**src/rtl/vcu_pkg.sv**
```systemverilog
`default_nettype none
// ============================================================================
// Module   : vcu_pkg
// Purpose  : Shared definitions for the vcu compute unit and its issue
//            front-end: default instruction width and issuer state encoding.
// Revision : 1.0 - initial release
// ============================================================================
package vcu_pkg;

    // Instruction width shared by vcu and vcu_insn_issuer.
    localparam int VCU_INSN_WIDTH = 128;

    // Issuer sequencer states.
    typedef enum logic [1:0] {
        ST_IDLE = 2'd0,
        ST_LOAD = 2'd1,
        ST_FIRE = 2'd2,
        ST_WAIT = 2'd3
    } issuer_state_e;

endpackage
`default_nettype wire

```
**src/rtl/vcu_insn_fifo.sv**
```systemverilog
`default_nettype none
// ============================================================================
// Module   : vcu_insn_fifo
// Purpose  : Synchronous FIFO holding queued instructions for the issuer.
//            Head data is presented combinationally on rdata.
// Ports    : clk, rst (async, active-high)
//            wdata/push  - enqueue (ignored when full or flushing)
//            pop         - dequeue (ignored when empty or flushing)
//            flush       - empty the FIFO on the next edge
//            rdata       - current head entry
//            level       - occupancy 0..DEPTH; full/empty flags
// Revision : 1.0 - initial release
// ============================================================================
module vcu_insn_fifo #(
    parameter int WIDTH = 128,
    parameter int DEPTH = 8
) (
    input  logic                     clk,
    input  logic                     rst,
    input  logic [WIDTH-1:0]         wdata,
    input  logic                     push,
    input  logic                     pop,
    input  logic                     flush,
    output logic [WIDTH-1:0]         rdata,
    output logic [$clog2(DEPTH):0]   level,
    output logic                     full,
    output logic                     empty
);

    localparam int AW = $clog2(DEPTH);
    localparam logic [AW:0] FULL_LEVEL = (AW+1)'(DEPTH);

    logic [WIDTH-1:0] mem [DEPTH];
    logic [AW-1:0]    wr_ptr;
    logic [AW-1:0]    rd_ptr;
    logic             do_push;
    logic             do_pop;

    // A flush cycle suppresses both a push and a pop.
    assign do_push = push && !full  && !flush;
    assign do_pop  = pop  && !empty && !flush;

    assign full  = (level == FULL_LEVEL);
    assign empty = (level == '0);
    assign rdata = mem[rd_ptr];

    // Pointers wrap naturally because DEPTH is a power of two; level
    // carries one extra bit so full and empty are distinguishable.
    always_ff @(posedge clk or posedge rst) begin
        if (rst) begin
            wr_ptr <= '0;
            rd_ptr <= '0;
            level  <= '0;
        end else if (flush) begin
            wr_ptr <= '0;
            rd_ptr <= '0;
            level  <= '0;
        end else begin
            if (do_push) wr_ptr <= wr_ptr + 1'b1;
            if (do_pop)  rd_ptr <= rd_ptr + 1'b1;
            case ({do_push, do_pop})
                2'b10:   level <= level + 1'b1;
                2'b01:   level <= level - 1'b1;
                default: level <= level;
            endcase
        end
    end

    // Storage needs no reset: entries are only read after being written.
    always_ff @(posedge clk) begin
        if (do_push) mem[wr_ptr] <= wdata;
    end

endmodule
`default_nettype wire

```
**src/rtl/vcu_insn_issuer.sv**
```systemverilog
`default_nettype none
// ============================================================================
// Module   : vcu_insn_issuer
// Purpose  : Queued instruction issue front-end for vcu. Instructions are
//            enqueued over a valid/ready port and issued one at a time:
//            IDLE -> LOAD (pop, register insn) -> FIRE (work_en pulse)
//            -> WAIT (until vcu_done or timeout).
// Ports    : clk, rst (async, active-high)
//            insn_in/insn_in_valid/insn_in_ready - enqueue port
//            start      - level enable for new issues
//            flush      - discard queued (not in-flight) instructions
//            timeout_cycles/clear_err/timeout_err - WAIT watchdog
//            insn/work_en/vcu_done - vcu handshake
//            busy, level, done_cnt - status
// Revision : 1.0 - initial release
// ============================================================================
module vcu_insn_issuer
    import vcu_pkg::*;
#(
    parameter int INSN_WIDTH    = VCU_INSN_WIDTH,
    parameter int DEPTH         = 8,
    parameter int TIMEOUT_WIDTH = 24,
    parameter int CNT_WIDTH     = 16
) (
    input  logic                     clk,
    input  logic                     rst,
    input  logic [INSN_WIDTH-1:0]    insn_in,
    input  logic                     insn_in_valid,
    output logic                     insn_in_ready,
    input  logic                     start,
    input  logic                     flush,
    input  logic [TIMEOUT_WIDTH-1:0] timeout_cycles,
    input  logic                     clear_err,
    output logic [INSN_WIDTH-1:0]    insn,
    output logic                     work_en,
    input  logic                     vcu_done,
    output logic                     busy,
    output logic [$clog2(DEPTH):0]   level,
    output logic [CNT_WIDTH-1:0]     done_cnt,
    output logic                     timeout_err
);

    issuer_state_e            state;
    issuer_state_e            state_nx;
    logic                     fifo_full;
    logic                     fifo_empty;
    logic [INSN_WIDTH-1:0]    fifo_head;
    logic                     push;
    logic                     issue;
    logic                     timeout_hit;
    logic [TIMEOUT_WIDTH-1:0] tmo_cnt;

    assign insn_in_ready = !fifo_full && !flush;
    assign push          = insn_in_valid && insn_in_ready;
    assign issue         = (state == ST_IDLE) && start && !fifo_empty
                           && !timeout_err && !flush;
    assign busy          = (state != ST_IDLE);

    // tmo_cnt holds the number of WAIT cycles elapsed including the
    // current one, so equality means the whole budget has been spent.
    assign timeout_hit   = (timeout_cycles != '0) && (tmo_cnt == timeout_cycles);

    vcu_insn_fifo #(
        .WIDTH (INSN_WIDTH),
        .DEPTH (DEPTH)
    ) u_fifo (
        .clk   (clk),
        .rst   (rst),
        .wdata (insn_in),
        .push  (push),
        .pop   (issue),
        .flush (flush),
        .rdata (fifo_head),
        .level (level),
        .full  (fifo_full),
        .empty (fifo_empty)
    );

    always_ff @(posedge clk or posedge rst) begin
        if (rst) state <= ST_IDLE;
        else     state <= state_nx;
    end

    always_comb begin
        state_nx = state;
        work_en  = 1'b0;
        case (state)
            ST_IDLE: if (issue) state_nx = ST_LOAD;
            ST_LOAD: state_nx = ST_FIRE;
            ST_FIRE: begin
                work_en  = 1'b1;
                state_nx = ST_WAIT;
            end
            ST_WAIT: if (vcu_done || timeout_hit) state_nx = ST_IDLE;
            default: state_nx = ST_IDLE;
        endcase
    end

    always_ff @(posedge clk or posedge rst) begin
        if (rst) begin
            insn        <= '0;
            tmo_cnt     <= '0;
            done_cnt    <= '0;
            timeout_err <= 1'b0;
        end else begin
            // insn keeps the last issued instruction until the next pop.
            if (issue) insn <= fifo_head;

            if (state == ST_FIRE)      tmo_cnt <= TIMEOUT_WIDTH'(1);
            else if (state == ST_WAIT) tmo_cnt <= tmo_cnt + 1'b1;

            if (state == ST_WAIT && vcu_done) done_cnt <= done_cnt + 1'b1;

            // Completion beats a coincident timeout; a new error beats clear.
            if (state == ST_WAIT && !vcu_done && timeout_hit) timeout_err <= 1'b1;
            else if (clear_err)                               timeout_err <= 1'b0;
        end
    end

endmodule
`default_nettype wire

```
**config.mk**
```make
export PLATFORM = sky130hd
export DESIGN_NAME = vcu_insn_issuer
export DESIGN_NICKNAME = d
export VERILOG_FILES = /design/src/rtl/vcu_pkg.sv /design/src/rtl/vcu_insn_fifo.sv /design/src/rtl/vcu_insn_issuer.sv
export SDC_FILE = /design/constraint.sdc
export NUM_CORES = 1
export LEC_CHECK = 0
export ABC_AREA = 1
export CORE_MARGIN = 2
export CORE_UTILIZATION = 50
export CTS_CLUSTER_DIAMETER = 60
export DETAILED_ROUTE_END_ITERATION = 16
export PLACE_DENSITY_LB_ADDON = 0.3
export SLEW_MARGIN = 25
export SYNTH_ARGS = -nofsm -noshare
export SYNTH_HDL_FRONTEND = slang
export SYNTH_HIERARCHICAL = 1
export SYNTH_SLANG_ARGS = --single-unit
export TNS_END_PERCENT = 10
```
**constraint.sdc**
```tcl
create_clock -name clk -period 7.9 [get_ports clk]
set_input_delay 0.79 -clock clk [delete_from_list [all_inputs] [get_ports clk]]
set_output_delay 0.79 -clock clk [all_outputs]
set_load 0.02 [all_outputs]
```
==> flow_metrics.tcl <==
set metrics [dict create \
    slew_headroom 0.237 \
    design.portCount 311 \
    setup_viol 0 \
    syn_area_mm2 0.0479 \
    synth_top_area_cell "edfxtp_1" \
    dp_hpwl_um 57900 \
    die_h_um 313 \
    synthDistinctLibCells 39 \
    ys_top_cells_by_area "edfxtp_1, dfrtp_1, nand2_1, nor2_1, o21ai_0" \
    grt.overflow.total 0 \
    cts_setup_buffers 0 \
    crit_path_start "state[0]" \
    chipWidth_um 313 \
    hold_buffers 0 \
    num-nets-final 4419 \
    path_clk_slew_ns 0.06 \
    grt_pass1_vias 30400 \
    maxCapViolCount 0 \
    grt_pass1_wl_um 175000 \
    io_buffers 310 \
    final_common_cell "edfxtp_1" \
    powerDensity_mw_per_mm2 280 \
    initial_core_util 0.505 \
    crit_path_end_kind "flip-flop" \
    dr.pass1.iters 5 \
    drive_gt1_frac 0.0602 \
    synth_fp_nets 4172 \
    hold_path_startpoint "insn[39]" \
    dpl-instance-area_mm2 0.0518 \
    r2r_start "state[0]" \
    worst_pin_slew_ns 1.14 \
    cts_buffers 131 \
    ant_nets 0 \
    fin_setup_tns_ns 0 \
    wl_um 113000 \
    cts_resized 0 \
    worst_ep_required_time_ns 8.51 \
    final_util 0.590 \
    design_area_mm2 0.0560 \
    dieArea_mm2 0.0982 \
    cts.path.max_buffers 3 \
    grt_max_degree 215 \
    antenna_found_initial 8 \
    num_vias 30600 \
    cts_tree "built" \
    coreArea_mm2 0.0949 \
    rows 113 \
    seq_area_frac_synth 0.737 \
    ir_worst_vdd_mv 0.227 \
    finalCritPeriodShare 0.502 \
    clockRootBuffer "clkbuf_16" \
    avgRoutedWirePerCell_um 20.2 \
    viasPerCell 5.44 \
    synth_cells 4002 \
    fmax_ghz 0.252 \
    h-tree-depth 4 \
    hold_viol 0 \
    status "finished clean" \
    grt_setup_unrepaired "false" \
    numClockSinks 1205 \
    p_leak_nw 20.1 \
    critPathKind "reg2reg" \
    cp.arrival_ns 4.58 \
    clk_latency_ns 0.73 \
    syn2layout_area_growth_pct 16.9 \
    finClkSkew_ns 0.0193 \
    grt_usage 0.231 \
    synth_top_area_frac 0.642 \
    avgSynthCellArea_um2 12.0 \
    drtIter0Drc 2429 \
    synth_warnings 6 \
    final_cell_mix "edfxtp_1, nand2_1, nor2_1" \
    worstSetupStartpointType "flip-flop" \
    ys_ff_latch 1205 \
    routabilityCongestion 0.856 \
    crit_path_max_fanout 48 \
    hp-class "reg2reg" \
    drc 0 \
    slew_viol_final 0 \
    min_period_ns 3.97 \
]
-- worst max-delay path: stages (launching register included) --
cell and delay (ns):
dfrtp_1 0.40, inv_1 0.12, ha_1 0.27, inv_2 0.06, nor3_1 0.29, nand3_4 0.57
inv_4 0.69, nand2_1 0.16, nor2_1 0.32, ha_1 0.34, a21oi_1 0.18, nand2_1 0.07
nand2_1 0.06, nand2_1 0.07, nand2_1 0.08, nand2_1 0.05, nand2_1 0.06, nand2_1 0.05
-- state kept, by name, summed over array words and instances (netlist names) --
name           cells
u_fifo/wr_ptr      3
u_fifo/mem      1024
insn             128
u_fifo/level       4
timeout_err        1
u_fifo/rd_ptr      3
tmo_cnt           24
done_cnt          16
state              2
-- final timing paths --
kind                                     to  slack [ns]  cells past startpoint
min in group asynchronous  u_fifo/rd_ptr[0]        0.52                      2
setup reg to reg            u_fifo/level[3]        3.93                     17
hold reg to reg                    insn[39]        0.48                      2
max in group asynchronous          insn[39]        5.85                      3
hold / removal                     insn[39]        0.48                      2
setup / recovery            u_fifo/level[3]        3.93                     17
-- cell usage after synthesis --
library cell,count
nor3b_4,1
nor3b_1,2
nand3_1,25
xor2_1,4
xnor2_1,30
o21ai_0,453
mux2_2,1
clkbuf_1,116
buf_4,12
nor2_4,5
buf_1,8
o21ai_1,83
o21a_1,1
buf_2,61
clkinv_1,1
nand3_2,4
ha_1,10
nand4_1,6
a21oi_1,151
and3_1,1
nand2_1,874
edfxtp_1,1024
nor3_1,11
inv_1,47
nand3b_4,1
nor2_2,3
nand4_2,3
inv_2,9
buf_6,33
fa_1,1
nor3_2,3
o31ai_1,1
nand2_4,1
or2_2,1
nor2_1,698
nand2_2,4
dfrtp_1,181
nand3b_1,2
a31oi_1,130
-- layout make-up --
cell class | instances | area [µm²]
inverters | 57 | 241
repair buffers | 344 | 3520
clock inverters | 51 | 432
fillers | 7511 | 38900
multi-input cells | 2510 | 11200
well taps | 1265 | 1580
flip-flops and latches | 1205 | 35300
clock buffers | 183 | 3680
diodes | 5 | 12.5
-- per-layer routing --
metal  global-route usage  vias to the layer above  routed length, µm
li1                     -                    14500                  -
met1                0.297                    15000              47700
met2                0.398                      874              56800
met3               0.0390                      187               6000
met4               0.0812                        6               2900
met5                    0                        -                 34
-- where the power goes --
part	internal [mW]	total (mW)	switching [mW]
combinational	0.965	2.28	1.32
sequential	7.31	7.57	0.261
clock	3.39	5.81	2.41
total	11.7	15.7	3.99
-- stage by stage --
stage / total power, mW / setup WS (ns) / instances / hold slack (ns)
after floorplan: 8.87 / 0.564 / 4002 / 0.469
after global placement: 9.97 / 3.24 / 5379 / 0.462
after detailed placement: 10.0 / 3.20 / 5380 / 0.464
after CTS: 15.8 / 3.71 / 5614 / 0.475
after global routing: 16.3 / 3.55 / 5620 / 0.498
final: 15.7 / 3.93 / 5620 / 0.476
-- cells by family (layout without fill, tap and decap cells) --
| logic type | count (synthesis) | in the layout | share of synthesized area |
|---|---|---|---|
| AOI/OAI and AO/OA | 819 | 819 | 0.0891 |
| adders and majority gates | 11 | 11 | 0.00303 |
| xor gates and xnor gates | 34 | 34 | 0.00622 |
| and+or+nand+nor | 1645 | 1645 | 0.134 |
| buffers and inverters | 287 | 635 | 0.0302 |
| muxes | 1 | 1 | 0.000235 |
| DFF | 1205 | 1205 | 0.737 |
| other | 0 | 5 | 0 |
(Power assumes the default switching activity.)
